--- src/rtl/mem_port_arbiter.sv ---
// Shares one memory port between the instruction-fetch and data requesters.
// Each access is sequenced against a req/ack memory, with a timeout abort and a starvation guard.
module mem_port_arbiter #(
    parameter int AW       = 32,
    parameter int DW       = 32,
    parameter int MAX_DBST = 4,
    parameter int TIMEOUT  = 255
) (
    input  logic          clk_i,
    input  logic          rst_i,
    input  logic          if_req_i,
    input  logic [AW-1:0] if_addr_i,
    output logic          if_done_o,
    output logic [DW-1:0] if_rdata_o,
    input  logic          dm_req_i,
    input  logic          dm_we_i,
    input  logic [AW-1:0] dm_addr_i,
    input  logic [DW-1:0] dm_wdata_i,
    output logic          dm_done_o,
    output logic [DW-1:0] dm_rdata_o,
    output logic          err_o,
    output logic          stall_o,
    output logic          mem_req_o,
    output logic          mem_we_o,
    output logic [AW-1:0] mem_addr_o,
    output logic [DW-1:0] mem_wdata_o,
    input  logic          mem_ack_i,
    input  logic [DW-1:0] mem_rdata_i
);

    typedef enum logic [1:0] {IDLE, GRANT_IF, GRANT_DM, DONE} state_t;

    localparam logic [3:0] DBST_MAX = 4'(MAX_DBST);
    // Abort fires on the last of TIMEOUT ack-less cycles, so mem_req_o is held exactly TIMEOUT cycles.
    localparam logic [7:0] TO_LAST  = 8'(TIMEOUT - 1);

    state_t     state, state_nxt;
    logic [3:0] dbst_cnt;
    logic [7:0] to_cnt;
    logic       cur_dm;
    logic       aborted;
    logic       grant_if, grant_dm, ack_hit, time_out;

    always_ff @(posedge clk_i or negedge rst_i) begin
        if (!rst_i) state <= IDLE;
        else        state <= state_nxt;
    end

    // NOTE: every signal assigned here gets a default first, so no path can infer a latch.
    always_comb begin
        state_nxt = state;
        grant_if  = 1'b0;
        grant_dm  = 1'b0;
        ack_hit   = 1'b0;
        time_out  = 1'b0;
        case (state)
            IDLE: begin
                if (dm_req_i && !(if_req_i && dbst_cnt == DBST_MAX)) begin
                    grant_dm  = 1'b1;
                    state_nxt = GRANT_DM;
                end else if (if_req_i) begin
                    grant_if  = 1'b1;
                    state_nxt = GRANT_IF;
                end
            end
            GRANT_IF, GRANT_DM: begin
                if (mem_ack_i) begin
                    ack_hit   = 1'b1;
                    state_nxt = DONE;
                end else if (to_cnt == TO_LAST) begin
                    time_out  = 1'b1;
                    state_nxt = DONE;
                end
            end
            DONE:    state_nxt = IDLE;
            default: state_nxt = IDLE;
        endcase
    end

    // NOTE: sequential state uses non-blocking assignments so every register samples pre-edge values.
    always_ff @(posedge clk_i or negedge rst_i) begin
        if (!rst_i) begin
            mem_req_o   <= 1'b0;
            mem_we_o    <= 1'b0;
            mem_addr_o  <= '0;
            mem_wdata_o <= '0;
            if_rdata_o  <= '0;
            dm_rdata_o  <= '0;
            cur_dm      <= 1'b0;
            aborted     <= 1'b0;
            to_cnt      <= '0;
            dbst_cnt    <= '0;
        end else begin
            if (grant_if || grant_dm) begin
                mem_req_o   <= 1'b1;
                mem_we_o    <= grant_dm & dm_we_i;
                mem_addr_o  <= grant_dm ? dm_addr_i : if_addr_i;
                mem_wdata_o <= grant_dm ? dm_wdata_i : '0;
                cur_dm      <= grant_dm;
                aborted     <= 1'b0;
            end

            if (ack_hit || time_out) mem_req_o <= 1'b0;
            if (time_out)            aborted   <= 1'b1;

            if (ack_hit && !cur_dm)             if_rdata_o <= mem_rdata_i;
            if (ack_hit && cur_dm && !mem_we_o) dm_rdata_o <= mem_rdata_i;

            if ((state == GRANT_IF || state == GRANT_DM) && !mem_ack_i) to_cnt <= to_cnt + 8'd1;
            else if (state == DONE)                                    to_cnt <= '0;

            // Starvation guard: counts DM wins while IF is kept waiting.
            if (grant_if)
                dbst_cnt <= '0;
            else if (grant_dm && if_req_i && dbst_cnt != DBST_MAX)
                dbst_cnt <= dbst_cnt + 4'd1;
            else if (state == IDLE && !if_req_i)
                dbst_cnt <= '0;
        end
    end

    assign if_done_o = (state == DONE) && !cur_dm;
    assign dm_done_o = (state == DONE) && cur_dm;
    assign err_o     = (state == DONE) && aborted;
    assign stall_o   = (if_req_i | dm_req_i) & ~(if_done_o | dm_done_o);

endmodule

--- config.mk ---
export PLATFORM = sky130hd
export DESIGN_NAME = mem_port_arbiter
export DESIGN_NICKNAME = d
export VERILOG_FILES = /design/src/rtl/mem_port_arbiter.sv
export SDC_FILE = /design/constraint.sdc
export NUM_CORES = 1
export LEC_CHECK = 0
export CAP_MARGIN = 15
export CORE_AREA = 2 2 110 138
export CTS_BUF_LIST = sky130_fd_sc_hd__clkbuf_4 sky130_fd_sc_hd__clkbuf_8 sky130_fd_sc_hd__clkbuf_16
export DETAILED_ROUTE_END_ITERATION = 6
export DIE_AREA = 0 0 112 140
export PLACE_DENSITY = 0.79
export SYNTH_ARGS = -nofsm -noshare
export SYNTH_HDL_FRONTEND = slang
export SYNTH_SLANG_ARGS = --single-unit
--- constraint.sdc ---
create_clock -name clk_i -period 2.05 [get_ports clk_i]
set_input_delay 0.205 -clock clk_i [delete_from_list [all_inputs] [get_ports clk_i]]
set_output_delay 0.205 -clock clk_i [all_outputs]
set_load 0.01 [all_outputs]
==> results of run 1 <==
[repair_timing]
action                     CTS  global route
hold buffers                 1             0
gates resized for setup      0             1
hold endpoints to repair    36             0
setup endpoints to repair    0             3
[cell families after synthesis]
kind of cell,after synthesis,share of synthesized area [%]
flip-flops,146,61.8
multiplexers,68,12.9
AO/OA/AOI/OAI,120,14.0
AND/OR/NAND/NOR,75,6.14
adder cells (fa/ha/maj),7,1.48
XOR/XNOR,2,0.296
buffers and inverters,37,3.35
[state kept, by name (all words and copies together), names as in the netlist]
register	cells
aborted	1
to_cnt	8
mem_addr_o	32
mem_we_o	1
state	2
if_rdata_o	32
cur_dm	1
mem_req_o	1
mem_wdata_o	32
dbst_cnt	4
dm_rdata_o	32
[stage by stage]
| stage | instances | power (mW) | setup WS (ns) | util [%] |
|---|---|---|---|---|
| detailed placement | 882 | 11.5 | 0.233 | 61.4 |
| global route | 915 | 15.3 | 0.0481 | 65.6 |
| floorplan | 455 | 7.76 | 0.393 | - |
| finish | 916 | 14.5 | 0.0951 | 65.6 |
| global placement | 882 | 11.3 | 0.274 | 61.4 |
| CTS | 915 | 14.7 | 0.0228 | 65.6 |
[worst max-delay path, stage by stage (launching register included)]
cell             delay (ns)
dfrtp_1                0.38
ha_2                   0.26
nor2b_1                0.15
clkdlybuf4s50_1        0.56
[routing by layer]
layer / track usage, % / vias to the layer above
met3: 6.23 / 32
met4: 7.51 / 0
met1: 25.3 / 2339
met5: 0 / -
li1: - / 2193
met2: 39.3 / 181
[final cells by class]
| cell class | count | area (um2) |
|---|---|---|
| fillers | 1102 | 4930 |
| well taps | 178 | 223 |
| clock inverters | 11 | 129 |
| repair buffers | 279 | 2840 |
| inverters | 8 | 30.0 |
| multi-input cells | 272 | 2070 |
| flip-flops and latches | 146 | 3650 |
| clock buffers | 21 | 468 |
| diodes | 1 | 2.50 |
[cell usage after synthesis, types with 2 or more instances]
library cell	count
a21o_1	4
a22o_1	33
and2_1	2
and3_1	2
buf_2	14
buf_6	5
clkbuf_1	9
dfrtp_1	146
ha_1	7
inv_1	8
mux2_1	60
mux2_2	5
mux2i_1	3
nand2_1	46
nand3_1	5
nand3b_1	2
nand4_1	2
nand4b_1	2
nor2_1	4
nor3_1	2
o21ai_0	37
o21ai_1	7
o22ai_1	29
o22ai_2	6
or3b_1	2
xor2_1	2
[layout by cell type, fill, tap and decap left out, types with 3 or more instances in the layout]
cell type and count:
clkdlybuf4s50_1 266, dfrtp_1 146, mux2_1 60, nand2_1 46
o21ai_0 37, a22o_1 33, o22ai_1 29, clkbuf_16 17
inv_1 8, o21ai_1 7, o22ai_2 6, ha_1 6
buf_12 6, nand3_1 5, mux2_2 5, clkinvlp_4 5
buf_4 5, nor2_1 4, a21o_1 4, mux2i_1 3
[worst paths after layout]
check | startpoint | end | cells after the start
setup / recovery | state[1] | if_done_o | 3
hold / removal | rst_i | dm_rdata_o[21] | 2
setup reg to reg | state[0] | state[1] | 6
hold reg to reg | mem_addr_o[1] | mem_addr_o[1] | 2
max in group asynchronous | rst_i | dm_rdata_o[1] | 3
min in group clk_i | dm_wdata_i[20] | mem_wdata_o[20] | 2
[power by group through the flow]
stage / combinational, mW / sequential [mW] / clock [mW]
after global placement: 6.27 / 4.98 / 0
after CTS: 6.49 / 5.02 / 3.16
after global routing: 6.85 / 5.18 / 3.29
after detailed placement: 6.45 / 5.05 / 0
final: 6.39 / 5.02 / 3.08
after floorplan: 2.21 / 5.55 / 0
==> summary.txt, run 1 <==
Pwr
  • Flop pwr share: 34.6%
  • P per Cell Area: 1540 nW/um2
  • Clk pwr share: 21.3%
  • Comb pwr share: 44.1%
  • Worst vdd ir: 0.762 mV
  • Switching fraction of total power: 32.4%
  • Internal: 9.80 mW
  • Psw: 4.69 mW
  • Pleak: 4.01 nW

Placement
  • I/O Buffers: 267
  • Cell area after placement: 8800 um2
  • Detailed placement HPWL: 12.6 mm
  • GPL Wtd Cong: 0.777

Logic synthesis
  • Sequential area share after synthesis: 61.8%
  • Post-synth EDFFs: 0
  • Count of different cell masters after synthesis: 37
  • Top post-synthesis cells by area: dfrtp_1, mux2_1, a22o_1, o21ai_0, o22ai_1
  • Synth Register Bits: 146
  • Synth Flop Type: dfrtp_1
  • Post-synth ARST share: 100%
  • Synth warnings: 0
  • Syn_nets: 596
  • Mapped cell area: 5910 um2
  • Largest area contributor in the netlist: dfrtp_1
  • Share of the synthesized area in the top cell type: 61.8%
  • Avg Cell Area, Syn: 13.0 um2
  • Cells after Synth: 455

Critical path
  • Startpoint Class: flop
  • Worst setup EP type: primary output
  • Crit-path max FO: 7
  • Worst Path Arrival: 1.75 ns
  • R2R setup slack: 0.21 ns
  • WP data required: 1.85 ns
  • Crit Path Category: reg -> out

STA
  • RSZ-0062 raised after global routing: no
  • Hold WS: 0.276 ns
  • Final setup violation count: 0
  • Slew @ Worst Pin: 0.388 ns
  • Setup_tns: 0 ns
  • Final period util: 95.4%
  • Final Slew Violations: 0
  • Max transition margin: 74.1%
  • F_max: 0.512 GHz
  • Final Skew: 0.00731 ns
  • Final Hold Viols: 0
  • Post-layout min period: 1.95 ns

Job
  • Max cap viols: 0

Cells and area
  • Design Area, Final: 9420 um2
  • Share of cells above drive strength 1: 8.28%
  • Area Overhead vs Synth: 59.3%
  • Final layout net count: 865

CTS
  • CTS max path bufs: 2
  • Number of setup buffers added after CTS: 0
  • Reg clk slew, reported paths: 0.06 ns
  • CTS tree: yes
  • Clock latency on the worst-skew pair: 0.41 ns
  • Num CTS Buffers: 17
  • Clk sinks: 146
  • H-tree depth: 4
  • Root Buffer: clkbuf_16

Global route
  • Vias in the first global route: 5069
  • Largest net degree at the start of global routing: 64
  • Global-route wire length before repair: 27.1 mm
  • Initial antenna violation count: 1
  • GRT overflow: 0
  • GRT Total Usage: 22.0%

Routing
  • Via count: 4745
  • Met3 WL: 1.03 mm
  • Metal-1 WL: 6.75 mm
  • Top sig layer: met4
  • DRT Pass-1 Iters: 4
  • DRT antenna net count: 0
  • DRT iter0 DRCs: 227
  • DRC viols: 0
  • Final WL: 17.2 mm
  • Vias per inst: 5.18
  • WL met2: 8.99 mm
  • Routed WL per cell: 18.8 um

Die
  • DIE HEIGHT: 140 um
  • Core area: 14300 um2
  • Die W: 112 um
  • Initial Util: 41.2%
  • Die ar.: 15700 um2
  • IO Pins: 268
  • Num rows: 49

Worst hold path
  • Hold WC Path Type: in -> async

Run status
  • Status: completed
Power figures use the tool's default switching activity.
==> inputs of run 2 (changes only) <==
clock period = 2.2 ns   (was 2.05 ns; I/O delays follow)
==> run 2 against run 1 <==
  * First-iteration DRC count rose by 17%
  * Utilization barely moved
  * Sequential share of layout area barely moved
  * Non-clock buffer count did not move
  * Final cell count rose by 0.11%
  * Worst hold slack improved by 0.0076 ns
  * Worst setup slack improved by 0.10 ns
  * Clock power fell by 4%
  * Sequential power fell by 6.8%
  * Global-route usage barely moved
  * Critical path type unchanged
  * Largest power group unchanged
==> summary.txt, run 2 (synthesis gave the netlist of run 1 again) <==
STA
  • Slew @ Worst Pin: 0.611 ns (+0.223 ns)
  • Final Slew Violations: 0 (unchanged)
  • Setup_tns: 0 ns (unchanged)
  • RSZ-0062 raised after global routing: no
  • Final setup violation count: 0 (unchanged)
  • F_max: 0.499 GHz
  • Final period util: 91.1%
  • Final Skew: 0.0104 ns (+0.00309 ns)
  • Hold WS: 0.284 ns (+0.00758 ns)
  • Max transition margin: 59.3% (-15 points)
  • Post-layout min period: 2.00 ns
  • Final Hold Viols: 0 (unchanged)

CTS
  • CTS max path bufs: 2 (unchanged)
  • Root Buffer: clkbuf_16
  • Reg clk slew, reported paths: 0.06 ns (about the same)
  • Clock latency on the worst-skew pair: 0.42 ns (about the same)
  • Post-cts sizing count: 0 (unchanged)
  • Num CTS Buffers: 17 (unchanged)
  • Number of setup buffers added after CTS: 0 (unchanged)
  • Clk sinks: 146 (unchanged)
  • CTS tree: yes
  • H-tree depth: 4 (unchanged)

Pwr
  • Comb pwr share: 43.6% (-0.5 points)
  • Total power: 13.6 mW (-6.4%)
  • Internal: 9.07 mW (-7.5%)
  • Psw: 4.49 mW (-4.3%)
  • Worst vdd ir: 0.860 mV (+13%)
  • Pleak: 4.03 nW (+0.39%)
  • Clk pwr share: 21.9% (+0.6 points)
  • P per Cell Area: 1440 nW/um2 (-6.4%)
  • Flop pwr share: 34.5% (about the same)
  • Switching fraction of total power: 33.1% (+0.74 points)

Global route
  • Initial antenna violation count: 1 (unchanged)
  • Vias in the first global route: 5099 (+0.59%)
  • Largest net degree at the start of global routing: 70 (+9.4%)
  • Global-route wire length before repair: 27.0 mm (-0.36%)
  • GRT Total Usage: 22.0% (-0.029 points)
  • GRT overflow: 0 (unchanged)

Routing
  • Routed WL per cell: 18.8 um (+0.31%)
  • DRC viols: 0 (unchanged)
  • Via count: 4778 (+0.70%)
  • DRT Pass-1 Iters: 4 (unchanged)
  • DRT iter0 DRCs: 266 (+17%)
  • Final WL: 17.3 mm (+0.42%)
  • Vias per inst: 5.21 (+0.59%)
  • DRT antenna net count: 0 (unchanged)

Job
  • Max cap viols: 0 (unchanged)

Placement
  • Detailed placement HPWL: 12.5 mm (-0.55%)
  • I/O Buffers: 267 (unchanged)
  • GPL Wtd Cong: 0.824 (+6.0%)

Die
  • Core area: 14300 um2 (unchanged)
  • DIE HEIGHT: 140 um (unchanged)
  • Die W: 112 um (unchanged)
  • Die ar.: 15700 um2 (unchanged)
  • Initial Util: 41.2% (unchanged)
  • IO Pins: 268 (unchanged)
  • Num rows: 49 (unchanged)

Critical path
  • Crit-path max FO: 7 (unchanged)
  • Worst Path Arrival: 1.78 ns (+0.03 ns)
  • Reg2reg path depth: 6 (unchanged)
  • Crit Path Category: reg -> out
  • WP data required: 1.98 ns (+0.13 ns)
  • Startpoint Class: flop
  • Worst setup EP type: primary output

Cells and area
  • Share of cells above drive strength 1: 8.27% (-0.011 points)
  • Final layout net count: 866 (+0.12%)
  • Area Overhead vs Synth: 59.2% (about the same)
  • Most frequent cells in the layout: clkdlybuf4s50_1, dfrtp_1, mux2_1, nand2_1, o21ai_0
  • Commonest non-fill, non-tap cell in the layout: clkdlybuf4s50_1

Run status
  • Status: completed

Worst hold path
  • Hold WC Path Type: in -> async
run 2: changes by cell type in the layout (fill, tap and decap cells not counted), moves of 2 or more:
| cell | change |
|---|---|
| inv_6 | +5 |
| clkinvlp_4 | -4 |
| buf_12 | -2 |
| buf_4 | +2 |
| clkbuf_4 | -2 |
| clkbuf_8 | -2 |
| inv_8 | +2 |
run 2: layout make-up:
type                       instances  area, um2
inverter                           8       30.0
tap                              178        223
clock inverter                    15        185
clock buffer                      17        425
multi-input combinational        273       2070
antenna                            1       2.50
fill                            1094       4940
timing repair buffer             279       2820
sequential                       146       3650
run 2: power by group through the flow:
| stage | Sequential [mW] | Clock (mW) | Combinational, mW |
|---|---|---|---|
| floorplan | 5.17 | 0 | 2.06 |
| global placement | 4.65 | 0 | 5.79 |
| detailed placement | 4.72 | 0 | 5.96 |
| CTS | 4.69 | 3.03 | 6.00 |
| global route | 4.85 | 3.14 | 6.33 |
| finish | 4.68 | 2.97 | 5.92 |
run 2: per-layer routing:
metal	GRT usage, %	part of all wire, %
met1	25.4	38
met2	37.8	52
met3	6.84	6.8
met4	9.18	3.2
met5	0	0
run 2: repair_timing:
| action | CTS | global route |
|---|---|---|
| endpoints found under the hold margin | 38 | 0 |
| setup endpoints to repair | 0 | 5 |
| hold buffers | 1 | 0 |
run 2: worst paths after layout:
| path | endpoint | startpoint | slack (ns) |
|---|---|---|---|
| max | if_done_o | state[1] | 0.20 |
| min | if_rdata_o[22] | rst_i | 0.28 |
| max reg2reg | mem_addr_o[13] | dbst_cnt[0] | 0.31 |
| min reg2reg | mem_addr_o[3] | mem_addr_o[3] | 0.48 |
| max in group asynchronous | mem_wdata_o[26] | rst_i | 1.19 |
| min in group clk_i | mem_wdata_o[20] | dm_wdata_i[20] | 0.41 |
run 2: stage by stage:
step                      util [%]  worst slack (ns)  cells  area (um2)
after floorplan                  -             0.543    455        5910
after global placement        61.2             0.298    882        8780
after detailed placement      61.2             0.161    882        8780
after CTS                     65.5            0.0884    915        9400
after global routing          65.6            0.0935    916        9410
final                         65.6             0.196    917        9410
run 2: critical path, cell delays in order, from the launching register on:
cell	delay (ns)
dfrtp_1	0.37
ha_1	0.30
nor2b_1	0.17
clkdlybuf4s50_1	0.54
==> inputs of run 3 (changes only) <==
CORE_AREA = 2 2 115 145   (was 2 2 110 138)
DIE_AREA = 0 0 117 147   (was 0 0 112 140)
PLACE_DENSITY = 0.76   (was 0.79)
clock period = 1.7 ns   (was 2.2 ns; I/O delays follow)
==> run 3 against run 2 <==
  * Critical path depth grew 3
  * Sequential power up 29%
  * Clock-buffer cell count increased by 1
  * Clock skew is 0.0024 ns lower
  * Design area grew 2.1%
  * Power grew 31%
  * Sequential share of layout area decreased by 0.80 points
  * Sequential cell count unchanged
  * Non-clock buffer count grew 12
  * Die area rose by 9.7%
  * Clock power increased by 24%
  * Critical path type is now reg -> reg
  * Critical endpoint is now dm_rdata_o[8]
  * Largest power group unchanged
==> summary.txt, run 3 (synthesis gave the netlist of run 1 again) <==
Critical path
  • Startpoint Class: flop
  • Crit Path Category: reg -> reg
  • Critical R2R Launch: state[1]
  • CP max stage delay: 0.39 ns (-0.15 ns)
  • Worst-path cell chain: inv_2, ha_4, nand4b_1, buf_6, clkbuf_16, mux2_1
  • Reg2reg path depth: 6 (unchanged)
  • R2R setup slack: 0.02 ns (-0.29 ns)
  • Worst setup EP type: flop
  • CP max-delay cell: dfrtp_1
  • Critical Path Start: state[1]
  • Crit path to: dm_rdata_o[8]
  • WP data required: 1.99 ns (about the same)
  • Crit-path max FO: 16 (+9)
  • Worst Path Arrival: 1.97 ns (+0.19 ns)
  • Reg2reg end: dm_rdata_o[8]

STA
  • F_max: 0.597 GHz
  • Slew @ Worst Pin: 0.413 ns (-0.198 ns)
  • Final Slew Violations: 0 (unchanged)
  • Max transition margin: 72.5% (+13 points)
  • Final Skew: 0.00799 ns (-0.00241 ns)
  • Final Hold Viols: 0 (unchanged)
  • Final period util: 98.5%
  • RSZ-0062 raised after global routing: yes
  • PnR worst setup slack: 0.0247 ns (-0.171 ns)
  • Post-layout min period: 1.68 ns
  • Final setup violation count: 0 (unchanged)

Cells and area
  • # diodes: 0 (-1)
  • Final layout net count: 877 (+1.3%)
  • Most frequent cells in the layout: clkdlybuf4s50_1, dfrtp_1, mux2_1, nand2_1, a22o_1
  • Share of cells above drive strength 1: 10.8% (+2.6 points)
  • Area Overhead vs Synth: 62.6%
  • FILL cells: 1320 (+21%)
  • Design Area, Final: 9610 um2 (+2.1%)
  • Commonest non-fill, non-tap cell in the layout: clkdlybuf4s50_1

Die
  • Die W: 117 um (+4.5%)
  • Core area: 15900 um2 (+11%)
  • IO Pins: 268 (unchanged)
  • Initial Util: 37.1% (-4.1 points)
  • Num rows: 52 (+6.1%)
  • DIE HEIGHT: 147 um (+5.0%)
  • Die ar.: 17200 um2 (+9.7%)

Placement
  • Pre-CTS setup slack: -0.0630 ns (-0.224 ns)
  • GPL Wtd Cong: 0.848 (+2.9%)
  • Cell area after placement: 8920 um2 (+1.6%)
  • Detailed placement HPWL: 12.1 mm (-3.3%)
  • I/O Buffers: 267 (unchanged)

Job
  • Max cap viols: 0 (unchanged)

Routing
  • Via count: 4804 (+0.54%)
  • DRT Pass-1 Iters: 4 (unchanged)
  • Routed WL per cell: 17.0 um (-9.7%)
  • Final WL: 16.4 mm (-5.0%)
  • DRC viols: 0 (unchanged)
  • DRT antenna net count: 0 (unchanged)
  • Vias per inst: 4.98 (-4.4%)
  • DRT iter0 DRCs: 209 (-21%)

Pwr
  • Worst vdd ir: 0.899 mV (+4.5%)
  • P per Cell Area: 1850 nW/um2 (+28%)
  • Pleak: 4.10 nW (+1.8%)

Global route
  • GRT Total Usage: 18.8% (-3.2 points)
  • GRT overflow: 0 (unchanged)
  • Largest net degree at the start of global routing: 70 (unchanged)
  • Initial antenna violation count: 0 (-1)
  • Global-route wire length before repair: 25.3 mm (-6.2%)
  • Vias in the first global route: 5219 (+2.4%)

Worst hold path
  • Hold WC Path Type: in -> async

Run status
  • Status: completed

CTS
  • CTS max path bufs: 2 (unchanged)
  • Root Buffer: clkbuf_16
  • H-tree depth: 4 (unchanged)
  • Reg clk slew, reported paths: 0.06 ns (about the same)
  • Num CTS Buffers: 17 (unchanged)
  • CTS tree: yes
  • Clk sinks: 146 (unchanged)
  • Clock latency on the worst-skew pair: 0.41 ns (about the same)
==> run 3: worst min-delay path by stage <==
stage          start        endpoint  slack, ns  cells after the start
2_1_floorplan  rst_i         aborted      -0.13                      0
3_3_place_gp   rst_i  dm_rdata_o[19]       0.11                      1
3_5_place_dp   rst_i  dm_rdata_o[19]       0.12                      1
4_1_cts        rst_i  dm_rdata_o[19]       0.26                      2
5_1_grt        rst_i  dm_rdata_o[12]       0.29                      2
6_report       rst_i  dm_rdata_o[12]       0.26                      2
==> run 3: area by class of cell <==
type	count	area (um2)	share of cell area, %
clock buffers	18	439	4.57
clock inverters	13	149	1.55
inverters	8	30.0	0.313
multi-input cells	272	2110	21.9
flip-flops and latches	146	3650	38.0
well taps	216	270	2.81
repair buffers	291	2960	30.8
==> run 3: report_power, final <==
| part | switching (mW) | internal (mW) | total [mW] |
|---|---|---|---|
| Sequential | 0.931 | 5.12 | 6.05 |
| Combinational | 3.35 | 4.68 | 8.03 |
| Clock | 1.47 | 2.22 | 3.69 |
==> run 3: through the flow <==
step | instances | hold slack, ns | utilization (%) | setup TNS [ns] | total power [mW]
6_report | 964 | 0.256 | 60.3 | 0 | 17.8
3_3_place_gp | 926 | 0.114 | 56.0 | 0 | 13.6
2_1_floorplan | 455 | -0.126 | - | 0 | 9.36
4_1_cts | 959 | 0.258 | 59.9 | 0 | 17.8
5_1_grt | 964 | 0.287 | 60.3 | -0.437 | 18.8
3_5_place_dp | 926 | 0.123 | 56.0 | -1.22 | 13.9
==> run 3: critical path: cells and delay by family, from the launching register on <==
kind                     cells  cell delay (ns)
adder cells (fa/ha/maj)      1             0.30
AND/OR/NAND/NOR              1             0.13
multiplexers                 1             0.32
flip-flops                   1             0.39
buffers and inverters        3             0.41
==> run 3: per-layer routing <==
layer | vias to the layer above | global-route usage (%) | share of wire (%)
li1 | 2215 | - | -
met1 | 2385 | 20.4 | 39
met2 | 175 | 33.9 | 53
met3 | 29 | 4.95 | 6.3
met4 | 0 | 7.88 | 2.3
met5 | - | 0 | 0
==> run 3: what timing repair did <==
action | CTS | global route
hold buffers | 1 | 0
gates resized for setup | 13 | 17
gates cloned | 0 | 1
pin swaps | 0 | 2
hold endpoints to repair | 40 | 0
setup buffers | 1 | 4
endpoints found under the setup margin | 70 | 57
